[src/rtl/custom_types_pkg.sv]
// Shared pipeline control types: register-index type, sequencer FSM
// state encoding, and the bundled latch/PC control word.
package custom_types_pkg;

    localparam int unsigned REG_W_DEF = 5;

    typedef logic [REG_W_DEF-1:0] regbits_t;

    typedef enum logic [2:0] {
        RUN      = 3'd0,
        MEM_WAIT = 3'd1,
        LU_STALL = 3'd2,
        HALTED   = 3'd3
    } hazard_state_t;

    // One bus carrying every enable/flush/PC control bit to the datapath.
    typedef struct packed {
        logic pc_en;
        logic pc_redirect;
        logic fd_en;
        logic de_en;
        logic em_en;
        logic mw_en;
        logic fd_flush;
        logic de_flush;
        logic em_flush;
        logic mw_flush;
    } pipe_ctrl_t;

    // Normal forward progress; an I-cache miss injects a bubble into decode.
    function automatic pipe_ctrl_t ctrl_advance(input logic ihit);
        pipe_ctrl_t c;
        c          = '0;
        c.pc_en    = ihit;
        c.fd_en    = 1'b1;
        c.de_en    = 1'b1;
        c.em_en    = 1'b1;
        c.mw_en    = 1'b1;
        c.fd_flush = ~ihit;
        return c;
    endfunction

endpackage

[src/rtl/pipeline_hazard_detect.sv]
// Load-use hazard compare between the ID/EX load destination and the
// IF/ID source registers. Purely combinational; also usable by forwarding.
module pipeline_hazard_detect #(
    parameter int unsigned REG_W = 5
) (
    input  logic [REG_W-1:0] rs_i,
    input  logic [REG_W-1:0] rt_i,
    input  logic             uses_rt_i,
    input  logic [REG_W-1:0] rw_i,
    input  logic             dren_i,
    output logic             hazard_o
);

    // Register 0 is hardwired and never creates a dependency.
    assign hazard_o = dren_i && (rw_i != '0) &&
                      ((rw_i == rs_i) || (uses_rt_i && (rw_i == rt_i)));

endmodule

[src/rtl/pipeline_sequencer.sv]
// Central stall/flush controller for the 5-stage pipeline.
// Optional stall counters are enabled by defining PIPE_STALL_COUNTERS_EN.
module pipeline_sequencer
    import custom_types_pkg::*;
#(
    parameter int unsigned REG_W = 5,
    parameter int unsigned CNT_W = 32
) (
    input  logic             CLK,
    input  logic             RST,
    input  logic             ihit,
    input  logic             dhit,
    input  logic [REG_W-1:0] fd_rs,
    input  logic [REG_W-1:0] fd_rt,
    input  logic             fd_uses_rt,
    input  logic [REG_W-1:0] de_rw,
    input  logic             de_dren,
    input  logic             em_dren,
    input  logic             em_dwen,
    input  logic             em_mispredict,
    input  logic             wb_halt,
    output logic             pc_en,
    output logic             pc_redirect,
    output logic             fd_en,
    output logic             de_en,
    output logic             em_en,
    output logic             mw_en,
    output logic             fd_flush,
    output logic             de_flush,
    output logic             em_flush,
    output logic             mw_flush,
    output logic             halted,
`ifdef PIPE_STALL_COUNTERS_EN
    output logic [CNT_W-1:0] cnt_mem_stall,
    output logic [CNT_W-1:0] cnt_lu_stall,
    output logic [CNT_W-1:0] cnt_flush,
`endif
    output logic [2:0]       state_o
);

    hazard_state_t state_q, state_d;
    pipe_ctrl_t    ctl;
    logic          halted_q;
    logic          lu_hazard;
    logic          mem_busy;
    logic          halt_win;

    pipeline_hazard_detect #(.REG_W(REG_W)) u_hazard (
        .rs_i      (fd_rs),
        .rt_i      (fd_rt),
        .uses_rt_i (fd_uses_rt),
        .rw_i      (de_rw),
        .dren_i    (de_dren),
        .hazard_o  (lu_hazard)
    );

    assign mem_busy = (em_dren || em_dwen) && !dhit;
    assign halt_win = wb_halt || (state_q == HALTED);

    // MEM_WAIT and LU_STALL only track history; outputs are decided by the
    // live event priority, so the dhit cycle of a memory wait advances normally.
    always_comb begin
        ctl     = '0;
        state_d = state_q;
        if (RST) begin
            ctl.fd_flush = 1'b1;
            ctl.de_flush = 1'b1;
            ctl.em_flush = 1'b1;
            ctl.mw_flush = 1'b1;
            state_d      = RUN;
        end else if (halt_win) begin
            state_d = HALTED;
        end else if (mem_busy) begin
            ctl.mw_en    = 1'b1;
            ctl.mw_flush = 1'b1;
            state_d      = MEM_WAIT;
        end else if (em_mispredict) begin
            ctl             = ctrl_advance(1'b1);
            ctl.pc_redirect = 1'b1;
            ctl.fd_flush    = 1'b1;
            ctl.de_flush    = 1'b1;
            ctl.em_flush    = 1'b1;
            state_d         = RUN;
        end else if (lu_hazard) begin
            ctl          = ctrl_advance(ihit);
            ctl.pc_en    = 1'b0;
            ctl.fd_en    = 1'b0;
            ctl.fd_flush = 1'b0;
            ctl.de_flush = 1'b1;
            state_d      = LU_STALL;
        end else begin
            ctl     = ctrl_advance(ihit);
            state_d = RUN;
        end
    end

    // State register and sticky halt flag.
    always_ff @(posedge CLK) begin
        if (RST) begin
            state_q  <= RUN;
            halted_q <= 1'b0;
        end else begin
            state_q  <= state_d;
            halted_q <= (state_d == HALTED);
        end
    end

`ifdef PIPE_STALL_COUNTERS_EN
    logic [CNT_W-1:0] cnt_mem_q, cnt_lu_q, cnt_flush_q;
    logic             act_mem, act_lu, act_flush;

    assign act_mem   = !halt_win && mem_busy;
    assign act_flush = !halt_win && !mem_busy && em_mispredict;
    assign act_lu    = !halt_win && !mem_busy && !em_mispredict && lu_hazard;

    // Saturating per-cause counters; frozen once halted.
    always_ff @(posedge CLK) begin
        if (RST) begin
            cnt_mem_q   <= '0;
            cnt_lu_q    <= '0;
            cnt_flush_q <= '0;
        end else if (state_q != HALTED) begin
            if (act_mem && (cnt_mem_q != '1))     cnt_mem_q   <= cnt_mem_q + CNT_W'(1);
            if (act_lu && (cnt_lu_q != '1))       cnt_lu_q    <= cnt_lu_q + CNT_W'(1);
            if (act_flush && (cnt_flush_q != '1)) cnt_flush_q <= cnt_flush_q + CNT_W'(1);
        end
    end

    assign cnt_mem_stall = cnt_mem_q;
    assign cnt_lu_stall  = cnt_lu_q;
    assign cnt_flush     = cnt_flush_q;
`endif

    assign pc_en       = ctl.pc_en;
    assign pc_redirect = ctl.pc_redirect;
    assign fd_en       = ctl.fd_en;
    assign de_en       = ctl.de_en;
    assign em_en       = ctl.em_en;
    assign mw_en       = ctl.mw_en;
    assign fd_flush    = ctl.fd_flush;
    assign de_flush    = ctl.de_flush;
    assign em_flush    = ctl.em_flush;
    assign mw_flush    = ctl.mw_flush;
    assign halted      = halted_q;
    assign state_o     = state_q;

endmodule

[config.mk]
export PLATFORM = sky130hd
export DESIGN_NAME = pipeline_sequencer
export DESIGN_NICKNAME = d
export VERILOG_FILES = /design/src/rtl/custom_types_pkg.sv /design/src/rtl/pipeline_hazard_detect.sv /design/src/rtl/pipeline_sequencer.sv
export SDC_FILE = /design/constraint.sdc
export NUM_CORES = 1
export LEC_CHECK = 0
export ABC_AREA = 1
export CORE_MARGIN = 4
export CORE_UTILIZATION = 32
export DETAILED_ROUTE_END_ITERATION = 8
export PLACE_DENSITY_LB_ADDON = 0.25
export SYNTH_ARGS = -nofsm -noshare
export SYNTH_HDL_FRONTEND = slang
export SYNTH_SLANG_ARGS = --single-unit
[constraint.sdc]
create_clock -name CLK -period 2.3 [get_ports CLK]
set_clock_uncertainty 0.05 [all_clocks]
set_input_delay 0.46 -clock CLK [delete_from_list [all_inputs] [get_ports CLK]]
set_output_delay 0.46 -clock CLK [all_outputs]
set_load 0.05 [all_outputs]
==> results.json, run 1 <==
{
  "status": "completed",
  "wl_mm": 1.57,
  "dp.cells": 139,
  "start_util_pct": 36.4,
  "grt_pass1_wl_mm": 2.22,
  "power-per-cell-area_nw_per_um2": 373,
  "busiest_layer": "met2",
  "ios": 39,
  "die_w_um": 44.7,
  "finalHoldViolCount": 0,
  "dieArea_um2": 2000,
  "area_growth_pct": 135,
  "hold_class": "in -> reg",
  "coreArea_um2": 1190,
  "grt_util_met2_pct": 29.2,
  "syn-instance-count": 88,
  "netlist_top_cells_area": "nand2_1 (26%), dfxtp_1 (14%), nor2_1 (13%)",
  "fill_cells": 72,
  "cp.arrival_ps": 1740,
  "cap_violations": 0,
  "slew_headroom_pct": 65.9,
  "cts_buffers": 3,
  "clock_tree.buffer_depth": 2,
  "drc": 0,
  "min_period_ps": 2250,
  "p_leak_nw": 0.592,
  "grt_usage_pct": 14.6,
  "drt.antenna.violating_nets": 0,
  "ir_worst_vdd_mv": 0.232,
  "dp_hpwl_mm": 1.23,
  "worst_setup_path_end_kind": "output port",
  "startpoint_type": "primary input",
  "dr.pass1.iters": 4,
  "io_buffers": 37,
  "die_y_um": 44.7,
  "clk_latency_ps": 240,
  "grt_use_met3_pct": 1.59,
  "synth_seq_area_share_pct": 13.9,
  "nets": 158,
  "crit_fanout": 4,
  "drive_gt1_share_pct": 28.8,
  "yosysTopAreaCellShare_pct": 26.1,
  "synth.distinct_cells": 18,
  "tritoncts": "done",
  "clock-sinks": 3,
  "rsz0062_at_grt": "yes",
  "grtUsageMet1_pct": 15.0,
  "viasPerCell": 4.38,
  "hold_buffers": 0,
  "critical_path_required_ps": 1790,
  "finalMaxSlewViolations": 0,
  "cts.root.buffer_cell": "clkbuf_4",
  "drtIter0Drc": 12,
  "place.gp.congestion": 0.723,
  "grt.overflow.total": 0,
  "grt_max_degree": 8,
  "fmax_mhz": 445,
  "grt_pass1_vias": 558,
  "worstSetupPathType": "in -> out",
  "tightest_slew_ps": 509,
  "wl_per_cell_um": 10.7,
  "timing.hold.ws_ps": 537,
  "synth_area_um2": 432,
  "fp-row-count": 12,
  "synth_seq_cells": 3,
  "antenna_found_initial": 0,
  "cts_max_level": 1,
  "synth_area_leader_cell": "nand2_1",
  "fin_crit_sh_pct": 97.8,
  "syn_nets": 113,
  "post-route-util_pct": 85.4,
  "antennaDiodeCount": 0,
  "vias": 640,
  "clk_pin_slew_ps": 40,
  "syn_area_per_cell_um2": 4.91,
  "finalSetupViolCount": 0,
  "yosys_warnings": 0,
  "stdcell_count": 146
}
==> synth_stat cells <==
library cell	instances
a21oi_1	1
a21oi_2	1
buf_4	2
conb_1	1
dfxtp_1	3
inv_1	14
inv_2	7
nand2_1	30
nand2_2	2
nand3_1	3
nand4_1	2
nor2_1	15
nor2_2	2
nor2_4	1
nor3_1	1
o21ai_0	1
o21ai_2	1
xnor2_1	1
==> area by class of cell <==
type                    instances  area, um2  area share, %
well taps                      14       17.5           1.73
inverters                      21       81.3           8.02
multi-input cells              62        309           30.5
clock buffers                   4       26.3           2.59
repair buffers                 42        519           51.2
flip-flops and latches          3       60.1           5.93
==> layout by cell type (no fill, tap or decap), drive strengths merged, types with 2 or more instances in the layout <==
master,n
nor2,18
nand3,3
dlygate4sd2,7
a21oi,2
dfxtp,3
clkbuf,4
inv,21
buf,15
nand4,2
o21ai,2
nand2,32
dlymetal6s2s,8
clkdlybuf4s50,12
==> per-layer routing <==
layer / share of wire, % / routed length [um]
met3: 8.6 / 135
met2: 54 / 850
met4: 0.70 / 11
met1: 36 / 571
met5: 0 / 0
==> state kept, by name, indices dropped and copies added, names as in the netlist <==
register / flops
halted: 1
state_o: 2
==> power breakdown <==
part	internal, mW	switching (mW)	leakage [nW]
logic	0.102	0.120	0.552
registers	0.0560	0.00192	0.0251
clock network	0.0654	0.0332	0.0150
total	0.224	0.155	0.592
==> final timing paths <==
kind         startpoint    endpoint  slack (ps)  depth (start not counted)
max             em_dren       pc_en          50                          9
min             wb_halt      halted         540                          3
max reg2reg  state_o[0]  state_o[0]        1260                          5
min reg2reg  state_o[1]      halted         550                          2
==> metrics by stage <==
stage | TNS [ps] | total power, mW | setup WS (ps) | cell area [um2]
5_1_grt | -38.5 | 0.401 | -38.5 | 1010
2_1_floorplan | -2.43 | 0.162 | -2.43 | 437
3_3_place_gp | -3.14 | 0.270 | -3.14 | 925
4_1_cts | 0 | 0.366 | 2.13 | 948
6_report | 0 | 0.378 | 51.0 | 1010
3_5_place_dp | -161 | 0.274 | -68.1 | 925
==> critical path, cell delays in order <==
cell,delay [ps]
clkdlybuf4s50_1,400
nor2_1,130
nor2_2,70
nor2_4,140
inv_4,60
nor2_4,110
nand2_2,90
nor2_4,130
buf_12,140
==> cells by family after synthesis <==
| kind of cell | Yosys count | share of synthesized area (%) |
|---|---|---|
| xor+xnor | 1 | 2.03 |
| flops | 3 | 13.9 |
| compound gates | 4 | 6.38 |
| buf+inv | 23 | 21.7 |
| simple gates | 56 | 55.1 |
| other cells | 1 | 0.869 |
==> repair_timing <==
action                                  CTS  global route
resized for setup                         9            14
pin swaps                                 6            13
endpoints found under the setup margin    4             7
buffers inserted                          0             3
No activity file was read; power rests on OpenSTA's default activity.
==> inputs of run 2 (changes only) <==
--- a/config.mk
+++ b/config.mk
@@ -5,10 +5,10 @@
 export SDC_FILE = /design/constraint.sdc
 export NUM_CORES = 1
 export LEC_CHECK = 0
-export ABC_AREA = 1
-export CORE_MARGIN = 4
-export CORE_UTILIZATION = 32
+export ABC_AREA = 0
+export CORE_AREA = 4 4 41 43
 export DETAILED_ROUTE_END_ITERATION = 8
+export DIE_AREA = 0 0 45 47
 export PLACE_DENSITY_LB_ADDON = 0.25
 export SYNTH_ARGS = -nofsm -noshare
 export SYNTH_HDL_FRONTEND = slang
==> run 2 against run 1 <==
  * Total power is 2.6% higher
  * Critical path depth is 3 lower
  * Fmax is 1.9% lower
  * Largest power group unchanged
  * Non-clock buffer count is 5 higher
==> results.json, run 2 <==
{
  "status": "completed",
  "finalHoldViolCount": 0,
  "nets": 120,
  "hold_class": "in -> reg",
  "synth.distinct_cells": 22,
  "finalMaxSlewViolations": 0,
  "cp_top_family": "simple AND/OR/NAND/NOR gates",
  "syn_area_per_cell_um2": 7.62,
  "synth_seq_area_share_pct": 17.1,
  "post-cts-setup-buffer-count": 0,
  "antenna_found_initial": 0,
  "p_comb_share_pct": 60.6,
  "async_flop_share_pct": 0,
  "wl_per_cell_um": 13.6,
  "rsz0062_at_grt": "yes",
  "fmax_mhz": 436,
  "path_buf_inv": 2,
  "worstSetupPathType": "in -> out",
  "clkPwrFrac_pct": 24.5,
  "dr.pass1.iters": 1,
  "cts.root.buffer_cell": "clkbuf_4",
  "cp.arrival_ps": 1780,
  "coreArea_um2": 1300,
  "max_stage_delay_ps": 540,
  "dp_hpwl_mm": 1.20,
  "p_leak_nw": 0.452,
  "vias": 511,
  "ir_worst_vdd_mv": 0.202,
  "yosys_warnings": 0,
  "seqPwrFrac_pct": 14.9,
  "setup.reg_to_reg.worst_slack_ps": 1180,
  "reg2reg_from": "state_o[0]",
  "clk_pin_slew_ps": 40,
  "synth_seq_cells": 3,
  "internal_power_uw": 240,
  "synthMostInstantiatedCell": "xnor2_1",
  "tritoncts": "done",
  "syn-instance-count": 46,
  "grt_max_degree": 8,
  "clock_tree.buffer_depth": 2,
  "wl_mm": 1.48,
  "area_growth_pct": 189,
  "fill_cells": 94,
  "whs_endpoint": "state_o[0]",
  "die_w_um": 45,
  "p_sw_uw": 149,
  "crit_fanout": 3,
  "antennaDiodeCount": 0,
  "switching_share_pct": 38.2,
  "cts_buffers": 3,
  "crit_chain": "buf_6 -> or4_4 -> o21ai_4 -> nor3_4 -> a221oi_4 -> buf_12",
  "critical_path_required_ps": 1790,
  "viasPerCell": 4.69,
  "syn_nets": 71,
  "drtIter0Drc": 0,
  "start_util_pct": 26.9,
  "whs_path_depth": 2,
  "place.gp.congestion": 0.673,
  "clock-sinks": 3,
  "dp_slack_ps": -380,
  "hold_buffers": 0,
  "clk_latency_ps": 230,
  "synth_area_leader_cell": "xnor2_1",
  "setup_ws_ps": 8.50,
  "layout_common_cells": "buf_12 (11), xnor2_1 (10), dlygate4sd2_1 (10), clkdlybuf4s50_1 (9), buf_4 (9)",
  "yosysTopAreaCellShare_pct": 25.0,
  "startpoint_type": "primary input",
  "critPathSlowestCell": "or4_4",
  "mostFrequentLayoutCell": "buf_12",
  "rr_worst_depth": 3,
  "fp-row-count": 13,
  "io_buffers": 37,
  "min_period_ps": 2290,
  "hold_start": "RST",
  "total_power_uw": 388,
  "grt_pass1_wl_mm": 1.97,
  "r2r-end": "state_o[1]",
  "grt.overflow.total": 0,
  "die_y_um": 47,
  "synth_area_um2": 350,
  "finalSetupViolCount": 0,
  "ys.flop_type": "dfxtp_1",
  "fin_crit_sh_pct": 99.6,
  "drc": 0,
  "worst_setup_path_end_kind": "output port",
  "cts_max_level": 1,
  "cap_violations": 0,
  "synthTopCellsByCount": "xnor2_1 (10), nor2_1 (8), dfxtp_1 (3), nand2_1 (3), nor3_1 (3)",
  "grt_usage_pct": 13.0,
  "drt.antenna.violating_nets": 0,
  "power-per-cell-area_nw_per_um2": 383,
  "netlist_top_cells_area": "xnor2_1 (25%), dfxtp_1 (17%), nor2_1 (8.6%)",
  "largest_reg_flops": 2,
  "synth_edf_count": 0,
  "drive_gt1_share_pct": 43.6,
  "dieArea_um2": 2120,
  "ios": 39,
  "grt_pass1_vias": 475
}
-- run 2: cell types whose count changed after synthesis, moves of 7 or more --
cell     previous run  this run
nand2_1            30         3
inv_1              14         0
xnor2_1             1        10
inv_2               7         0
nor2_1             15         8
-- run 2: area by class of cell --
type / instances / area, um2 / share of cell area [%]
Clock buffer: 4 / 26.3 / 2.59
Tap cell: 15 / 18.8 / 1.85
Sequential cell: 3 / 62.6 / 6.17
Multi-Input combinational cell: 40 / 352 / 34.7
Timing Repair Buffer: 47 / 554 / 54.7
-- run 2: power groups by stage --
stage                     registers, mW  clock network, mW  logic [mW]
after floorplan                  0.0716                  0      0.0969
after global placement           0.0585                  0       0.230
after detailed placement         0.0587                  0       0.233
after CTS                        0.0579             0.0996       0.231
after global routing             0.0581              0.101       0.247
final                            0.0578             0.0953       0.235
-- run 2: worst max path at each step --
| stage | startpoint | endpoint | slack [ps] | cells after the start |
|---|---|---|---|---|
| 6_report | de_rw[4] | fd_flush | 9 | 6 |
| 5_1_grt | de_rw[4] | fd_flush | -30 | 6 |
| 4_1_cts | de_rw[4] | fd_flush | -50 | 6 |
| 3_5_place_dp | de_rw[1] | fd_flush | -380 | 6 |
| 3_3_place_gp | de_rw[1] | fd_flush | -330 | 6 |
| 2_1_floorplan | wb_halt | fd_en | -10 | 3 |
-- run 2: per-layer routing --
metal,part of all wire (%),track usage (%)
met1,33,12.0
met2,60,26.6
met3,6.8,2.30
met4,0.27,7.02
met5,0,0
-- run 2: kinds of logic after synthesis --
kind of cell    after synthesis  share of synthesized area [%]
simple gates                 18                           23.6
compound gates               11                           25.7
xor+xnor                     10                           25.0
flops                         3                           17.1
buf+inv                       3                           7.50
other cells                   1                           1.07
-- run 2: through the flow --
step	cells	cell area [um2]	hold slack [ps]	utilization, %	setup TNS (ps)
final	109	1010	659	77.9	0
after global placement	105	941	638	72.3	-1080
after global routing	109	1010	694	77.9	-112
after detailed placement	105	941	648	72.3	-1270
after floorplan	46	390	641	-	-12.9
after CTS	109	978	664	75.2	-57.5
-- run 2: timing repair --
action                                  in CTS  in global routing
resized for setup                           32                  9
pin swaps                                   17                  8
endpoints found under the setup margin       4                  5
endpoints found under the hold margin        0                  0
